$ cat src/rtl/serial_transmitter_pkg.sv
// Shared definitions for the serial transmitter/receiver pair: frame length,
// the CLOG2 helper and the transmitter FSM state type.
package serial_transmitter_pkg;

    // Frame is a 16-bit flip index followed by one byte of input vector.
    localparam int unsigned FLIP_IDX_BYTES = 2;
    localparam int unsigned INPUT_BYTES    = 1;
    localparam int unsigned FRAME_BYTES    = FLIP_IDX_BYTES + INPUT_BYTES;
    localparam int unsigned FRAME_LEN      = FRAME_BYTES * 8;

    // ceil(log2(value)); value must be at least 2 to give a non-zero width.
    function automatic int unsigned clog2(input int unsigned value);
        int unsigned result;
        result = 0;
        for (int i = 0; i < 32; i++) begin
            if ((64'd1 << i) < 64'(value)) begin
                result = i + 1;
            end
        end
        return result;
    endfunction

    typedef enum logic [1:0] {
        StIdle,
        StHigh,
        StLow,
        StDone
    } tx_state_e;

endpackage

$ cat src/rtl/sclk_divider.sv
// Phase counter: while enabled, emits a phase_end strobe every CLK_DIV cycles.
module sclk_divider
    import serial_transmitter_pkg::*;
#(
    parameter int unsigned CLK_DIV = 4
) (
    input  logic flip_clk,
    input  logic reset,
    input  logic i_enable,
    output logic o_phase_end
);

    localparam int unsigned CNT_W = clog2(CLK_DIV + 1);

    logic [CNT_W-1:0] r_cnt;
    logic             w_last;

    assign w_last      = (r_cnt == CNT_W'(CLK_DIV - 1));
    assign o_phase_end = i_enable && w_last;

    // Held at zero while disabled so every phase starts from a full count.
    always_ff @(posedge flip_clk or negedge reset) begin
        if (!reset) begin
            r_cnt <= '0;
        end else if (!i_enable || w_last) begin
            r_cnt <= '0;
        end else begin
            r_cnt <= r_cnt + 1'b1;
        end
    end

endmodule

$ cat src/rtl/serial_transmitter.sv
// Serial frame transmitter: sends DATA_LEN bits MSB first on sda, with sda
// changing only as sclk rises so the receiver samples on the falling edge.
module serial_transmitter
    import serial_transmitter_pkg::*;
#(
    parameter int unsigned DATA_LEN = FRAME_LEN,
    parameter int unsigned CLK_DIV  = 4
) (
    input  logic                flip_clk,
    input  logic                reset,
    input  logic                start,
    input  logic [DATA_LEN-1:0] data_in,
    output logic                busy,
    output logic                done,
    output logic                sda,
    output logic                sclk
);

    localparam int unsigned BIT_W = clog2(DATA_LEN + 1);

    tx_state_e           r_state;
    tx_state_e           w_state_next;
    logic [DATA_LEN-1:0] r_tx;
    logic [DATA_LEN-1:0] w_tx_next;
    logic [BIT_W-1:0]    r_bit_cnt;
    logic [BIT_W-1:0]    w_bit_cnt_next;
    logic                r_sclk;
    logic                w_sclk_next;
    logic                r_sda;
    logic                w_sda_next;
    logic                r_busy;
    logic                w_busy_next;
    logic                r_done;
    logic                w_done_next;

    logic                w_div_en;
    logic                w_phase_end;
    logic [BIT_W-1:0]    w_bit_dec;
    logic [DATA_LEN-1:0] w_tx_shift;

    assign w_div_en   = (r_state == StHigh) || (r_state == StLow);
    assign w_bit_dec  = r_bit_cnt - 1'b1;
    assign w_tx_shift = r_tx >> w_bit_dec;

    sclk_divider #(
        .CLK_DIV(CLK_DIV)
    ) u_sclk_divider (
        .flip_clk   (flip_clk),
        .reset      (reset),
        .i_enable   (w_div_en),
        .o_phase_end(w_phase_end)
    );

    // Outputs are computed one state ahead so they come straight from flops.
    always_comb begin
        w_state_next   = r_state;
        w_tx_next      = r_tx;
        w_bit_cnt_next = r_bit_cnt;
        w_sclk_next    = r_sclk;
        w_sda_next     = r_sda;
        w_busy_next    = r_busy;
        w_done_next    = 1'b0;

        unique case (r_state)
            StIdle: begin
                if (start) begin
                    w_state_next   = StHigh;
                    w_tx_next      = data_in;
                    w_bit_cnt_next = BIT_W'(DATA_LEN - 1);
                    w_sclk_next    = 1'b1;
                    w_sda_next     = data_in[DATA_LEN-1];
                    w_busy_next    = 1'b1;
                end
            end
            StHigh: begin
                if (w_phase_end) begin
                    w_state_next = StLow;
                    w_sclk_next  = 1'b0;
                end
            end
            StLow: begin
                if (w_phase_end) begin
                    if (r_bit_cnt == '0) begin
                        w_state_next = StDone;
                        w_sclk_next  = 1'b0;
                        w_sda_next   = 1'b0;
                        w_busy_next  = 1'b0;
                        w_done_next  = 1'b1;
                    end else begin
                        w_state_next   = StHigh;
                        w_bit_cnt_next = w_bit_dec;
                        w_sclk_next    = 1'b1;
                        w_sda_next     = w_tx_shift[0];
                    end
                end
            end
            StDone: begin
                w_state_next = StIdle;
                w_sclk_next  = 1'b0;
                w_sda_next   = 1'b0;
                w_busy_next  = 1'b0;
            end
            default: begin
                w_state_next = StIdle;
                w_sclk_next  = 1'b0;
                w_sda_next   = 1'b0;
                w_busy_next  = 1'b0;
            end
        endcase
    end

    always_ff @(posedge flip_clk or negedge reset) begin
        if (!reset) begin
            r_state   <= StIdle;
            r_tx      <= '0;
            r_bit_cnt <= '0;
            r_sclk    <= 1'b0;
            r_sda     <= 1'b0;
            r_busy    <= 1'b0;
            r_done    <= 1'b0;
        end else begin
            r_state   <= w_state_next;
            r_tx      <= w_tx_next;
            r_bit_cnt <= w_bit_cnt_next;
            r_sclk    <= w_sclk_next;
            r_sda     <= w_sda_next;
            r_busy    <= w_busy_next;
            r_done    <= w_done_next;
        end
    end

    assign sclk = r_sclk;
    assign sda  = r_sda;
    assign busy = r_busy;
    assign done = r_done;

endmodule

$ cat config.mk
export PLATFORM = sky130hd
export DESIGN_NAME = serial_transmitter
export DESIGN_NICKNAME = d
export VERILOG_FILES = /design/src/rtl/serial_transmitter_pkg.sv /design/src/rtl/sclk_divider.sv /design/src/rtl/serial_transmitter.sv
export SDC_FILE = /design/constraint.sdc
export NUM_CORES = 1
export LEC_CHECK = 0
export ABC_AREA = 1
export CAP_MARGIN = 20
export CORE_MARGIN = 2
export CORE_UTILIZATION = 57
export CTS_CLUSTER_DIAMETER = 120
export CTS_CLUSTER_SIZE = 40
export DETAILED_ROUTE_END_ITERATION = 8
export HOLD_SLACK_MARGIN = 0.06
export PLACE_DENSITY = 0.82
export SLEW_MARGIN = 10
export SYNTH_ARGS = -nofsm -noshare
export SYNTH_HDL_FRONTEND = slang
export SYNTH_SLANG_ARGS = --single-unit
$ cat constraint.sdc
create_clock -name flip_clk -period 3.46 [get_ports flip_clk]
set_input_delay 0.346 -clock flip_clk [delete_from_list [all_inputs] [get_ports flip_clk]]
set_output_delay 0.346 -clock flip_clk [all_outputs]
set_load 0.02 [all_outputs]
==> run_results.csv <==
group,metric,value,unit
status,status,"finished, final reports clean",
placed_design,port_buffers,30,
sta,worst_pin_slew,0.517,ns
sta,setup_tns,0,ns
worst_setup_path,cp_data_arrival_time,2.37,ns
floorplan,rows,21,
worst_setup_path,crit_start,"r_bit_cnt[0]",
layout,nFillCells,277,
logic_synthesis,netlist_instances,208,
floorplan,die_h,62.5,um
logic_synthesis,synth_edf_count,0,
grt,grt_overflow_total,0,
floorplan,core,3310,um2
placed_design,place_congestion,0.876,
worst_setup_path,crit_end,"sda",
power,p_per_area,775,nW/um2
grt,grt_first_pass_wirelength,6150,um
clock_network,clock-sinks,38,
clock_network,cts_hold_buf,0,
clock_network,tritoncts,"done",
sta,finalSetupViolations,0,
floorplan,pin_count,31,
routing,routed_wl,3380,um
worst_hold_path,hp-class,"in2async",
grt,grt_pass1_vias,1413,
grt,grt_antenna_before_repair,0,
routing,antenna_left,0,
logic_synthesis,yosys-top-cells-count,"nand2_1, dfrtp_1, inv_1",
worst_setup_path,end_kind,"flop",
job,cap_violations,0,
clock_network,ctsRootBufferMaster,"clkbuf_4",
sta,period_share,59.9,%
logic_synthesis,ys_seq_area_share,48.7,%
clock_network,h-tree-depth,2,
sta,hold_viol_final,0,
worst_setup_path,r2r_setup_slack,1.39,ns
logic_synthesis,synth_nets,242,
logic_synthesis,synth.area.top_cells,"dfrtp_1, mux2_2, nand2_1",
logic_synthesis,synthDominantCellAreaShare,48.7,%
worst_setup_path,r2r-start,"r_bit_cnt[0]",
sta,fmax,0.483,GHz
logic_synthesis,synth_most_common_cell,"nand2_1",
routing,vias,1468,
layout,antenna_cells,0,
worst_setup_path,r2r_end,"sda",
logic_synthesis,async_flop_share,100,%
routing,drt_iter0_drc,60,
logic_synthesis,synth_seq_cells,38,
sta,skew,0.00935,ns
logic_synthesis,avgSynthCellArea,9.38,um2
clock_network,post_cts_buffers,0,
power,ir_worst_vdd,0.424,mV
layout,drive_gt1_share,19.8,%
worst_setup_path,worst_setup_path_start_kind,"flop",
grt,grt_max_degree,39,
sta,rsz0062_at_grt,"no",
routing,viasPerCell,5.10,
worst_setup_path,crit_required,3.76,ns
sta,fin_ws,1.39,ns
floorplan,start_util,59.0,%
logic_synthesis,ys.flop_type,"dfrtp_1",
logic_synthesis,syn-cell-area,1950,um2
sta,finalCriticalPeriod,2.07,ns
placed_design,dp_hpwl,2520,um
logic_synthesis,yosysTopAreaCell,"dfrtp_1",
sta,relSlewSlack,65.5,%
routing,route.detailed.drc,0,
routing,drtPass1Iterations,4,
clock_network,clk_pin_slew,0.12,ns
clock_network,cts_buffers,5,
clock_network,cts_buffer_depth,2,
floorplan,die_x,62.5,um
layout,nets,275,
logic_synthesis,ys_types,26,
worst_setup_path,crit_fanout,16,
floorplan,die_area,3910,um2
power,p_leak,0.00112,uW
sta,slew_violations,0,
layout,area_growth,21.0,%
routing,wl_per_cell,11.7,um
logic_synthesis,ys_warn_count,0,
layout,final_core_util,71.4,%
placed_design,pre_cts_slack,1.30,ns
worst_setup_path,rr_worst_depth,10,
clock_network,cts-resized-gates,0,
sta,hold_ws,0.401,ns
grt,grt_usage,20.0,%
clock_network,clk_latency,0.35,ns
worst_setup_path,worstSetupPathType,"reg2reg",
## area by class of cell
| type | instances | area [um2] | share of cell area (%) |
|---|---|---|---|
| Timing Repair Buffer | 32 | 323 | 13.7 |
| Tap cell | 46 | 57.6 | 2.44 |
| Inverter | 28 | 110 | 4.66 |
| Multi-Input combinational cell | 136 | 838 | 35.5 |
| Clock buffer | 5 | 37.5 | 1.59 |
| Sequential cell | 38 | 951 | 40.3 |
| Clock inverter | 3 | 45.0 | 1.91 |
## state kept, by name (all words and copies together), names as in the netlist
name	count
r_tx	24
r_bit_cnt	5
u_sclk_divider.r_cnt	3
r_state	2
busy	1
done	1
sclk	1
sda	1
## logic make-up after synthesis
kind of cell    synth area share, %
buf+inv                        8.33
fa+ha+maj                      4.49
flops                          48.7
compound gates                 6.09
simple gates                   20.6
xor+xnor                      0.834
mux                            11.0
## placed cells by master (no fill, tap or decap), drive strengths merged
master and n:
a22oi 2, buf 2, clkbuf 5, nor2 19, clkinvlp 2, clkdlybuf4s50 30
inv 28, nand4 1, or2 1, ha 7, a21oi 11, xor2 1
a31oi 1, o21ai 7, mux2 19, nand3 21, nand2 45, dfrtp 38
bufinv 1, nor3 1
## per-layer routing
metal / vias to the layer above / part of all wire [%] / track usage (%)
met5: - / 0 / 0
met4: 0 / 2.0 / 7.50
met3: 8 / 4.0 / 5.41
met2: 33 / 47 / 32.0
met1: 684 / 47 / 26.1
li1: 743 / - / -
## critical path, stage by stage, from the launching register on
cell     delay (ns)
dfrtp_1        0.69
inv_6          0.12
ha_1           0.47
inv_2          0.12
nand3_1        0.10
nand2_1        0.06
nand2_1        0.07
nand3_2        0.08
a21oi_2        0.11
nand2_1        0.08
a21oi_2        0.11
## where the power goes
group | switching (uW) | leakage [uW] | internal, uW
clock | 155 | 0.0000374 | 151
sequential | 107 | 0.000439 | 633
combinational | 423 | 0.000648 | 362
total | 685 | 0.00112 | 1150
## metrics by stage
step | cell area (um2) | instances | total power, uW
2_1_floorplan | 1950 | 208 | 1340
3_3_place_gp | 2260 | 279 | 1500
3_5_place_dp | 2260 | 279 | 1530
4_1_cts | 2350 | 287 | 1840
5_1_grt | 2360 | 288 | 1990
6_report | 2360 | 288 | 1830
## how the worst min path moves through the flow
stage,endpoint,slack (ns),cells past startpoint,startpoint
after CTS,r_tx[15],0.41,2,reset
after floorplan,busy,0.05,0,reset
after detailed placement,u_sclk_divider.r_cnt[0],0.43,1,u_sclk_divider.r_cnt[0]
after global placement,u_sclk_divider.r_cnt[0],0.43,1,u_sclk_divider.r_cnt[0]
final,r_bit_cnt[0],0.40,2,reset
after global routing,r_tx[15],0.44,2,reset
(Power assumes the default switching activity.)
==> variant 1: new RTL, config.mk and constraints unchanged <==
Remove the register `r_done`: a continuous assignment takes its place, so the output `done` follows one clock earlier.
--- a/src/rtl/serial_transmitter.sv
+++ b/src/rtl/serial_transmitter.sv
@@ -117,7 +117,6 @@
             r_sclk    <= 1'b0;
             r_sda     <= 1'b0;
             r_busy    <= 1'b0;
-            r_done    <= 1'b0;
         end else begin
             r_state   <= w_state_next;
             r_tx      <= w_tx_next;
@@ -125,9 +124,10 @@
             r_sclk    <= w_sclk_next;
             r_sda     <= w_sda_next;
             r_busy    <= w_busy_next;
-            r_done    <= w_done_next;
         end
     end
+
+    assign r_done = w_done_next;
 
     assign sclk = r_sclk;
     assign sda  = r_sda;
Behaviour: same outputs for any inputs over 10 cycles, from zero or initial values and one cycle with reset low; that may be too few to reach the edited logic, so the function may still have changed.
==> variant 1 against the original RTL <==
- total power shrank 6.7%
- worst setup slack worse by 720 ps
- first-iteration DRC count fell by 3.3%
- final area down 3.0%
- count of clock-buffer cells in the layout up 1
- register-to-register slack worse by 50 ps
- wire length fell by 5.4%
- sequential cell count down 1
- synthesized area down 1.3%
- critical path depth shrank 3
- combinational power decreased by 2%
==> variant 1: results (changes against the original RTL) <==
Peak VDD IR=0.000390 V (was 0.000424 V); FILL cells=270 (was 277); slowest cell on the critical path=clkdlybuf4s50_1 (was dfrtp_1); First DRT Iteration DRCs=58 (was 60); Vias=1,433 (was 1,468); DR WL/cell=11.2 um (was 11.7 um); Worst Path Arrival=2450 ps (was 2370 ps); first-pass GRT wire length=5950 um (was 6150 um); Largest delay share family, worst path=buffers and inverters (was flip-flops); status=completed (unchanged); post-synthesis sequential area ratio=48.1% (was 48.7%); Slew @ Worst Pin=1020 ps (was 517 ps); yosys warns=0 (unchanged); unique cell type count in the Yosys netlist=26 (unchanged); share of cells above drive strength 1=19.2% (was 19.8%); dominant cells by area after synthesis=dfrtp_1 (48%), mux2_2 (11%), nand2_1 (8.4%) (was dfrtp_1 (49%), mux2_2 (11%), nand2_1 (8.3%)); ant diodes=0 (unchanged); syn_nets=241 (was 242); Post-synth top cells=nand2_1 (43), dfrtp_1 (37), inv_1 (21), mux2_2 (19), nand3_1 (19) (was nand2_1 (43), dfrtp_1 (38), inv_1 (21), mux2_2 (19), nand3_1 (19)); largest net degree at the start of global routing=38 (was 39); placed cell areas=2240 um^2 (was 2260 um^2); worst slack, placed=1040 ps (was 1300 ps); Async SR Flop Fraction=100% (unchanged); Leakage=1.10 nW (was 1.12 nW); nets=273 (was 275); Reg area=926 um^2 (was 951 um^2); final setup skew=5.87 ps (was 9.35 ps); slowest cell delay on critical path=600 ps (was 690 ps); gpl congestion=0.895 (was 0.876); GR Util All Layers=19.1% (was 20.0%); HPWL Detailed=2410 um (was 2520 um)
## variant 1: cell types whose count changed after synthesis, sizes merged
cell / change
dfrtp: -1
## variant 1: report_power, final
part	internal, mW	total, mW	switching, mW
combinational	0.355	0.767	0.412
clock	0.0774	0.214	0.137
sequential	0.622	0.728	0.107
total	1.05	1.71	0.655
## variant 1: cells by family after synthesis
family,after synthesis,synth area share [%]
adder cells (fa/ha/maj),7,4.55
flip-flops,37,48.1
AO/OA/AOI/OAI,21,6.17
multiplexers,19,11.1
AND/OR/NAND/NOR,88,20.8
XOR/XNOR,1,0.844
buffers and inverters,34,8.44
## variant 1: final timing paths
kind,startpoint,end,slack [ps],cells past startpoint
setup reg to reg,r_bit_cnt[0],sda,1340,11
setup / recovery,r_bit_cnt[0],done,660,7
hold / removal,reset,busy,420,2
min in group flip_clk,u_sclk_divider.r_cnt[0],u_sclk_divider.r_cnt[0],440,1
max in group asynchronous,reset,r_tx[19],2720,2
hold reg to reg,u_sclk_divider.r_cnt[0],u_sclk_divider.r_cnt[0],440,1
## variant 1: worst register-to-register path: cells and delay by family, from the launching register on
| kind | cells | cell delay [ps] |
|---|---|---|
| flip-flops | 1 | 700 |
| adder cells (fa/ha/maj) | 1 | 480 |
| AND/OR/NAND/NOR | 5 | 340 |
| buffers and inverters | 2 | 250 |
| AO/OA/AOI/OAI | 3 | 250 |
## variant 1: layout make-up
cell class,instances,area share [%]
clock buffers,6,1.80
flip-flops and latches,37,40.4
well taps,46,2.51
repair buffers,31,13.4
clock inverters,2,0.437
multi-input cells,136,36.6
inverters,28,4.81
## variant 1: per-layer routing
metal / vias to the layer above / GRT usage [%] / share of wire, %
li1: 732 / - / -
met1: 668 / 25.2 / 48
met2: 29 / 31.4 / 47
met3: 4 / 5.25 / 4.4
met4: 0 / 5.00 / 1.3
met5: - / 0 / 0
## variant 1: through the flow
step | total power, mW | std cells
after floorplan | 1.33 | 207
after global placement | 1.48 | 278
after detailed placement | 1.51 | 278
after CTS | 1.73 | 286
after global routing | 1.87 | 286
final | 1.71 | 286
==> variant 2: new RTL, config.mk and constraints unchanged <==
Made on the original files. `CLK_DIV` is set to 4 in 2 places; all go to 6.
--- a/src/rtl/sclk_divider.sv
+++ b/src/rtl/sclk_divider.sv
@@ -2,7 +2,7 @@
 module sclk_divider
     import serial_transmitter_pkg::*;
 #(
-    parameter int unsigned CLK_DIV = 4
+    parameter int unsigned CLK_DIV = 6
 ) (
     input  logic flip_clk,
     input  logic reset,
--- a/src/rtl/serial_transmitter.sv
+++ b/src/rtl/serial_transmitter.sv
@@ -4,7 +4,7 @@
     import serial_transmitter_pkg::*;
 #(
     parameter int unsigned DATA_LEN = FRAME_LEN,
-    parameter int unsigned CLK_DIV  = 4
+    parameter int unsigned CLK_DIV  = 6
 ) (
     input  logic                flip_clk,
     input  logic                reset,
Check against the original RTL: not equivalent (Yosys sat finds a counterexample within 10 cycles, from zero or initial values and one cycle with reset low).
==> variant 2 against the original RTL <==
- critical endpoint unchanged
- non-clock buffer count is the same
- total power shrank 1.4%
- count of clock-buffer cells in the layout is the same
- wire length shrank 3.2%
- critical path depth grew 1
- sequential power grew 3.2%
- maximum frequency grew 1.5%
- die area shrank 0.59%
- final area shrank 2.0%
- worst setup slack gained 30 ps
- synthesized area shrank 0.64%
- via count is essentially flat
- sequential cell count is the same
==> variant 2: results (changes against the original RTL) <==
unique cell type count in the Yosys netlist=24 (was 26); sw power=0.703 mW (was 0.685 mW); ClkCell Share=2.05% (was 3.50%); worst r2r path cells=11 (was 10); status=completed (unchanged); post-synthesis cell area=1940 um^2 (was 1950 um^2); vias in the first global route=1,445 (was 1,413); wire length on met2=1570 um (was 1590 um); Syn Area/Cell=9.37 um^2 (was 9.38 um^2); post-synthesis sequential area ratio=49.0% (was 48.7%); Peak VDD IR=0.000383 V (was 0.000424 V); FILL cells=292 (was 277); M1 wire length=1540 um (was 1590 um); First DRT Iteration DRCs=97 (was 60); share of cells above drive strength 1=15.0% (was 19.8%); power share of the clock group=11.6% (was 16.7%); sequential portion of the cell area=41.1% (was 40.3%); HPWL Detailed=2460 um (was 2520 um); dominant cells by area after synthesis=dfrtp_1 (49%), mux2_2 (11%), nand2_1 (7.5%) (was dfrtp_1 (49%), mux2_2 (11%), nand2_1 (8.3%)); worst slack, placed=1320 ps (was 1300 ps); hold_ws=421 ps (was 401 ps); GR Util All Layers=19.8% (was 20.0%); Slew @ Worst Pin=544 ps (was 517 ps); R2R Setup Slk=1420 ps (was 1390 ps); Worst Path Arrival=2280 ps (was 2370 ps); Leakage=1.12 nW (about the same)
variant 2: worst max-delay path, cell delays in order, from the launching register on:
cell and delay [ps]:
dfrtp_1 670, inv_6 120, ha_1 450, inv_2 110, a21oi_1 120, o21ai_0 90
nand3_1 90, nand3_1 60, nand2_1 60, nand2_1 40, nand2_1 70, a21oi_2 50
variant 2: logic make-up (layout without fill, tap and decap cells):
group           after synthesis  in the layout  share of synthesized area [%]
simple gates                 81             81                           18.2
flops                        38             38                           49.0
buf+inv                      33             66                           8.19
compound gates               26             26                           7.68
mux                          19             19                           11.0
fa+ha+maj                     7              7                           4.52
xor+xnor                      3              3                           1.36
variant 2: how the worst max path moves through the flow:
stage / startpoint / endpoint / slack (ps)
final: r_bit_cnt[0] / sda / 1420
after global routing: r_bit_cnt[0] / sda / 1180
after CTS: r_state[0] / r_tx[12] / 1380
after detailed placement: start / r_tx[4] / 1320
after global placement: start / r_tx[6] / 1320
after floorplan: r_bit_cnt[0] / sda / 1760
